==> src/rtl/nx_axbs_arbiter.sv <==
// Round-robin front end for one shared fixed-latency signed multiplier.
// Credits reserve a response FIFO slot at issue, so the multiplier never needs to stall.
module nx_axbs_arbiter #(
    parameter int NUM_REQ    = 4,
    parameter int SIZE_A     = 32,
    parameter int SIZE_B     = 32,
    parameter int MULT_LAT   = 4,
    parameter int FIFO_DEPTH = 8
) (
    input  logic                          clk,
    input  logic                          rst,
    input  logic [NUM_REQ-1:0]            req_valid,
    output logic [NUM_REQ-1:0]            req_ready,
    input  logic [NUM_REQ*SIZE_A-1:0]     req_a,
    input  logic [NUM_REQ*SIZE_B-1:0]     req_b,
    output logic [SIZE_A-1:0]             mult_a,
    output logic [SIZE_B-1:0]             mult_b,
    input  logic [SIZE_A+SIZE_B-1:0]      mult_p,
    output logic                          resp_valid,
    input  logic                          resp_ready,
    output logic [$clog2(NUM_REQ)-1:0]    resp_id,
    output logic [SIZE_A+SIZE_B-1:0]      resp_data,
    output logic                          idle
);
    localparam int ID_W  = $clog2(NUM_REQ);
    localparam int P_W   = SIZE_A + SIZE_B;
    localparam int CNT_W = $clog2(FIFO_DEPTH + 1);
    localparam int PTR_W = (FIFO_DEPTH > 1) ? $clog2(FIFO_DEPTH) : 1;

    logic [CNT_W-1:0]             r_credit;
    logic [CNT_W-1:0]             w_credit_nxt;
    logic [ID_W-1:0]              r_rr_ptr;
    logic [ID_W-1:0]              w_winner;
    logic                         w_issue;
    logic                         w_pop;
    logic                         w_push;
    logic                         r_idle;
    logic [SIZE_A-1:0]            r_mult_a;
    logic [SIZE_B-1:0]            r_mult_b;
    logic [MULT_LAT:0]            r_tag_vld;
    logic [MULT_LAT:0][ID_W-1:0]  r_tag_id;
    logic [P_W-1:0]               r_fifo_data [FIFO_DEPTH];
    logic [ID_W-1:0]              r_fifo_id   [FIFO_DEPTH];
    logic [PTR_W-1:0]             r_wr_ptr;
    logic [PTR_W-1:0]             r_rd_ptr;
    logic [CNT_W-1:0]             r_count;

    // First valid requester at or after the pointer, wrapping.
    always_comb begin : p_arb
        int  idx;
        logic found;
        idx      = 0;
        found    = 1'b0;
        w_winner = '0;
        for (int k = 0; k < NUM_REQ; k++) begin
            idx = int'(r_rr_ptr) + k;
            if (idx >= NUM_REQ) idx = idx - NUM_REQ;
            if (!found && req_valid[idx]) begin
                found    = 1'b1;
                w_winner = ID_W'(idx);
            end
        end
    end

    assign w_issue    = (r_credit != '0) && (|req_valid);
    assign resp_valid = (r_count != '0);
    assign w_pop      = resp_valid && resp_ready;
    assign w_push     = r_tag_vld[MULT_LAT];

    always_comb begin
        req_ready = '0;
        if (w_issue) req_ready[w_winner] = 1'b1;
    end

    always_comb begin
        w_credit_nxt = r_credit;
        if (w_issue && !w_pop)      w_credit_nxt = r_credit - CNT_W'(1);
        else if (!w_issue && w_pop) w_credit_nxt = r_credit + CNT_W'(1);
    end

    always_ff @(posedge clk or posedge rst) begin
        if (rst) begin
            r_credit  <= CNT_W'(FIFO_DEPTH);
            r_idle    <= 1'b1;
            r_rr_ptr  <= '0;
            r_mult_a  <= '0;
            r_mult_b  <= '0;
            r_tag_vld <= '0;
            r_tag_id  <= '0;
        end else begin
            r_credit  <= w_credit_nxt;
            r_idle    <= (w_credit_nxt == CNT_W'(FIFO_DEPTH));
            r_tag_vld <= {r_tag_vld[MULT_LAT-1:0], w_issue};
            r_tag_id  <= {r_tag_id[MULT_LAT-1:0], w_winner};
            if (w_issue) begin
                r_rr_ptr <= (w_winner == ID_W'(NUM_REQ - 1)) ? '0 : w_winner + ID_W'(1);
                r_mult_a <= req_a[w_winner*SIZE_A +: SIZE_A];
                r_mult_b <= req_b[w_winner*SIZE_B +: SIZE_B];
            end
        end
    end

    // Storage needs no reset: the count gates everything read from it.
    always_ff @(posedge clk) begin
        if (w_push) begin
            r_fifo_data[r_wr_ptr] <= mult_p;
            r_fifo_id[r_wr_ptr]   <= r_tag_id[MULT_LAT];
        end
    end

    always_ff @(posedge clk or posedge rst) begin
        if (rst) begin
            r_wr_ptr <= '0;
            r_rd_ptr <= '0;
            r_count  <= '0;
        end else begin
            if (w_push)
                r_wr_ptr <= (r_wr_ptr == PTR_W'(FIFO_DEPTH - 1)) ? '0 : r_wr_ptr + PTR_W'(1);
            if (w_pop)
                r_rd_ptr <= (r_rd_ptr == PTR_W'(FIFO_DEPTH - 1)) ? '0 : r_rd_ptr + PTR_W'(1);
            if (w_push && !w_pop)      r_count <= r_count + CNT_W'(1);
            else if (!w_push && w_pop) r_count <= r_count - CNT_W'(1);
        end
    end

    assign mult_a    = r_mult_a;
    assign mult_b    = r_mult_b;
    assign idle      = r_idle;
    assign resp_id   = resp_valid ? r_fifo_id[r_rd_ptr]   : '0;
    assign resp_data = resp_valid ? r_fifo_data[r_rd_ptr] : '0;

endmodule

==> config.mk <==
export PLATFORM = sky130hd
export DESIGN_NAME = nx_axbs_arbiter
export DESIGN_NICKNAME = d
export VERILOG_FILES = /design/src/rtl/nx_axbs_arbiter.sv
export SDC_FILE = /design/constraint.sdc
export NUM_CORES = 1
export LEC_CHECK = 0
export BUFFER_PORTS_ARGS = -buffer_cell sky130_fd_sc_hd__buf_2
export CAP_MARGIN = 20
export CORE_ASPECT_RATIO = 0.7
export CORE_MARGIN = 8
export CORE_UTILIZATION = 50
export DETAILED_ROUTE_END_ITERATION = 7
export PLACE_DENSITY = 0.7
export SETUP_SLACK_MARGIN = 0.4
export SYNTH_ARGS = -nofsm -noshare
export SYNTH_HDL_FRONTEND = slang
export SYNTH_SLANG_ARGS = --single-unit
==> constraint.sdc <==
create_clock -name clk -period 6.75 [get_ports clk]
set_clock_uncertainty 0.05 [all_clocks]
set_input_delay 0.675 -clock clk [delete_from_list [all_inputs] [get_ports clk]]
set_output_delay 0.675 -clock clk [all_outputs]
set_load 0.05 [all_outputs]
==> impl_metrics.json <==
{
  "synthAdderAreaFrac_pct": 0.7534,
  "boundaryPins": 463,
  "p_comb_share_pct": 43.0,
  "synth-seq-cells": 624,
  "setup_tns_ns": 0,
  "cts_buffer_depth": 3,
  "postCtsHoldBufs": 0,
  "status": "finished, final reports clean",
  "synth_edf_count": 528,
  "rows": 69,
  "async_flop_share_pct": 15.38,
  "synth_compound_area_share_pct": 3.955,
  "finalWirelength_mm": 66.71,
  "slew_headroom_pct": 26.78,
  "syn_nets": 1677,
  "ys.flop_type": "edfxtp_1",
  "start_kind": "register",
  "min_period_ns": 4.081,
  "htree_levels": 2,
  "synth_area_sq_um": 25910,
  "hpwl_mm": 43.38,
  "overflow": 0,
  "cts_setup_buffers": 0,
  "powerDensity_nw_per_um2": 531.6,
  "routabilityCongestion": 0.8997,
  "yosysTopAreaCell": "edfxtp_1",
  "synthCells": 1335,
  "final_layout_size_suffix_gt1_share_pct": 42.33,
  "grt_max_degree": 130,
  "antenna_left": 0,
  "antenna_found_initial": 24,
  "p_int_w": 0.009571,
  "power.share.sequential_pct": 36.6,
  "yosys.area_share.simple_pct": 3.028,
  "cts_sinks": 624,
  "finalSetupViolations": 0,
  "nNetsFinal": 2134,
  "worst-path-buf-inv": 2,
  "avgSynthCellArea_sq_um": 19.41,
  "hold_path.class": "input pin to asynchronous set/reset pin",
  "grt_use_total_pct": 21.55,
  "p_sw_w": 0.006741,
  "cp_data_required_time_ns": 6.02,
  "root_buffer": "clkbuf_16",
  "synth.area.top_cells": "edfxtp_1, mux4_2, dfrtp_1",
  "port_buffers": 462,
  "design_power_total_w": 0.01631,
  "cp_max_fo": 66,
  "tritoncts": "yes",
  "tightest_slew_ns": 1.098,
  "worstSetupPathType": "register to output pin",
  "cts_buffers": 56,
  "fp.dieH_um": 206.5,
  "ys_seq_area_share_pct": 70.48,
  "yosysUniqueCellTypes": 53,
  "cts_resized": 0,
  "ir_drop_v": 0.0003677,
  "finalMaxSlewViolations": 0,
  "drt_pre_antenna_iters": 5,
  "clkTransAtPathRegs_ns": 0.06,
  "dieArea_sq_um": 59470,
  "slowest_stage": "dfrtp_4",
  "end_kind": "output pin",
  "max_freq_mhz": 245.0,
  "vias": 14429,
  "drc": 0,
  "area_growth_syn_to_layout_pct": 18.44,
  "post-route-period-util_pct": 60.46,
  "p_clk_share_pct": 20.4,
  "design_area_sq_um": 30690,
  "synth_top_area_share_pct": 61.20,
  "timing_hold_violations_final": 0,
  "initial_utilization_pct": 50.86,
  "dpl_cell_area_sq_um": 28740,
  "synth_top_family_by_area": "multiplexers",
  "insertion_delay_ns": 0.58,
  "cp.arrival_ns": 3.36,
  "die_w_um": 288.1,
  "drt_iter0_drc": 1103,
  "avgRoutedWirePerCell_um": 26.50,
  "grt_first_pass_wirelength_mm": 96.06,
  "rsz0062_at_grt": "false",
  "muxShareOfSynthArea_pct": 19.13,
  "crit_chain": "buf_4 > mux4_2 > mux2i_1 > nor2_1 > buf_2",
  "yosys.area_share.xor_xnor_pct": 0.2656,
  "synth-warning-count": 0,
  "coreArea_sq_um": 50940,
  "swShare_pct": 41.33,
  "leakage_nw": 11.40,
  "via_per_inst": 5.733,
  "drv_cap": 0,
  "crit_family": "flip-flops",
  "grt_pass1_vias": 15059,
  "max_stage_delay_ns": 1.06
}
-- layer usage --
layer	up-vias	share of wire, %	GRT usage [%]
met1	7435	41	29.20
met4	32	1.9	4.758
met5	-	0.29	0
li1	6310	-	-
met3	117	8.2	6.700
met2	535	49	34.37
-- final cells by class --
class                           instances  area, sq um
Fill cell                            3761        20250
Timing Repair Buffer                  481         2480
Clock inverter                         37        452.9
Sequential cell                       624        18270
Tap cell                              674        843.3
Clock buffer                           67         1483
Antenna cell                            5        12.51
Inverter                               12        51.30
Multi-Input combinational cell        617         7092
-- kinds of logic (layout without fill, tap and decap cells) --
family	Yosys count	count (layout)
AO/OA/AOI/OAI	85	85
buffers and inverters	94	597
flip-flops	624	624
other	0	5
multiplexers	330	330
XOR/XNOR	7	7
adder cells (fa/ha/maj)	15	15
AND/OR/NAND/NOR	180	180
-- power by group through the flow --
stage          logic (W)  registers [W]  clock network (W)
3_3_place_gp     0.00705        0.00599                  0
4_1_cts          0.00712        0.00598            0.00339
6_report         0.00701        0.00597            0.00333
2_1_floorplan    0.00483        0.00651                  0
3_5_place_dp     0.00711        0.00604                  0
5_1_grt          0.00742        0.00608            0.00353
-- cell usage in the layout, fill, tap and decap left out, drive strengths merged, types with 10 or more instances in the layout --
cell,count
clkinv,23
mux2i,196
nor2,75
nand2,82
clkbuf,67
dfrtp,94
ha,14
bufinv,10
mux4,132
buf,481
edfxtp,528
o221ai,64
inv,12
-- worst register-to-register path: cells and delay by family, from the launching register on --
kind                     cells  cell delay [ns]
AND/OR/NAND/NOR              3             1.14
adder cells (fa/ha/maj)      1             0.18
buffers and inverters        3             0.97
AO/OA/AOI/OAI                1             0.33
flip-flops                   1             0.44
-- registers in the layout, indices dropped and copies added, names as in the netlist --
signal	flops
r_tag_vld	5
idle	1
r_tag_id	10
r_wr_ptr	3
r_fifo_data	512
r_credit	4
r_count	4
r_rr_ptr	2
r_rd_ptr	3
mult_a	32
r_fifo_id	16
mult_b	32
-- synthesized netlist by cell type, types with 5 or more instances --
cell,instances
ha_1,14
mux4_2,132
and3_1,5
dfrtp_1,94
clkbuf_1,18
o221ai_1,15
buf_4,9
nand2_1,79
nor2_1,75
inv_1,9
o221ai_2,49
mux2i_1,196
buf_2,28
edfxtp_1,528
buf_1,7
buf_12,6
buf_6,12
-- metrics by stage --
step / hold WS (ns) / util, % / setup slack (ns) / instances
floorplan: 0.2812 / - / 1.052 / 1335
global placement: 0.2816 / 56.42 / 3.255 / 2408
detailed placement: 0.2856 / 56.42 / 3.198 / 2408
CTS: 0.01766 / 60.22 / 2.622 / 2512
global route: 0.03812 / 60.24 / 2.476 / 2516
finish: 0.02576 / 60.24 / 2.669 / 2517
-- worst paths after layout --
kind,startpoint,to,slack (ns),cells after the start
setup reg to reg,r_credit[0]$_DFF_PP0_,mult_a[6]$_DFFE_PP0P_,3.47,8
hold / removal,rst,r_credit[2]$_DFF_PP0_,0.03,2
max in group asynchronous,rst,mult_a[1]$_DFFE_PP0P_,5.35,3
setup / recovery,r_rd_ptr[1]$_DFFE_PP0P_,resp_id[1],2.67,5
hold reg to reg,r_tag_vld[0]$_DFF_PP0_,r_tag_vld[1]$_DFF_PP0_,0.30,0
min in group clk,r_tag_vld[0]$_DFF_PP0_,r_tag_vld[1]$_DFF_PP0_,0.30,0
Power figures use the tool's default switching activity.
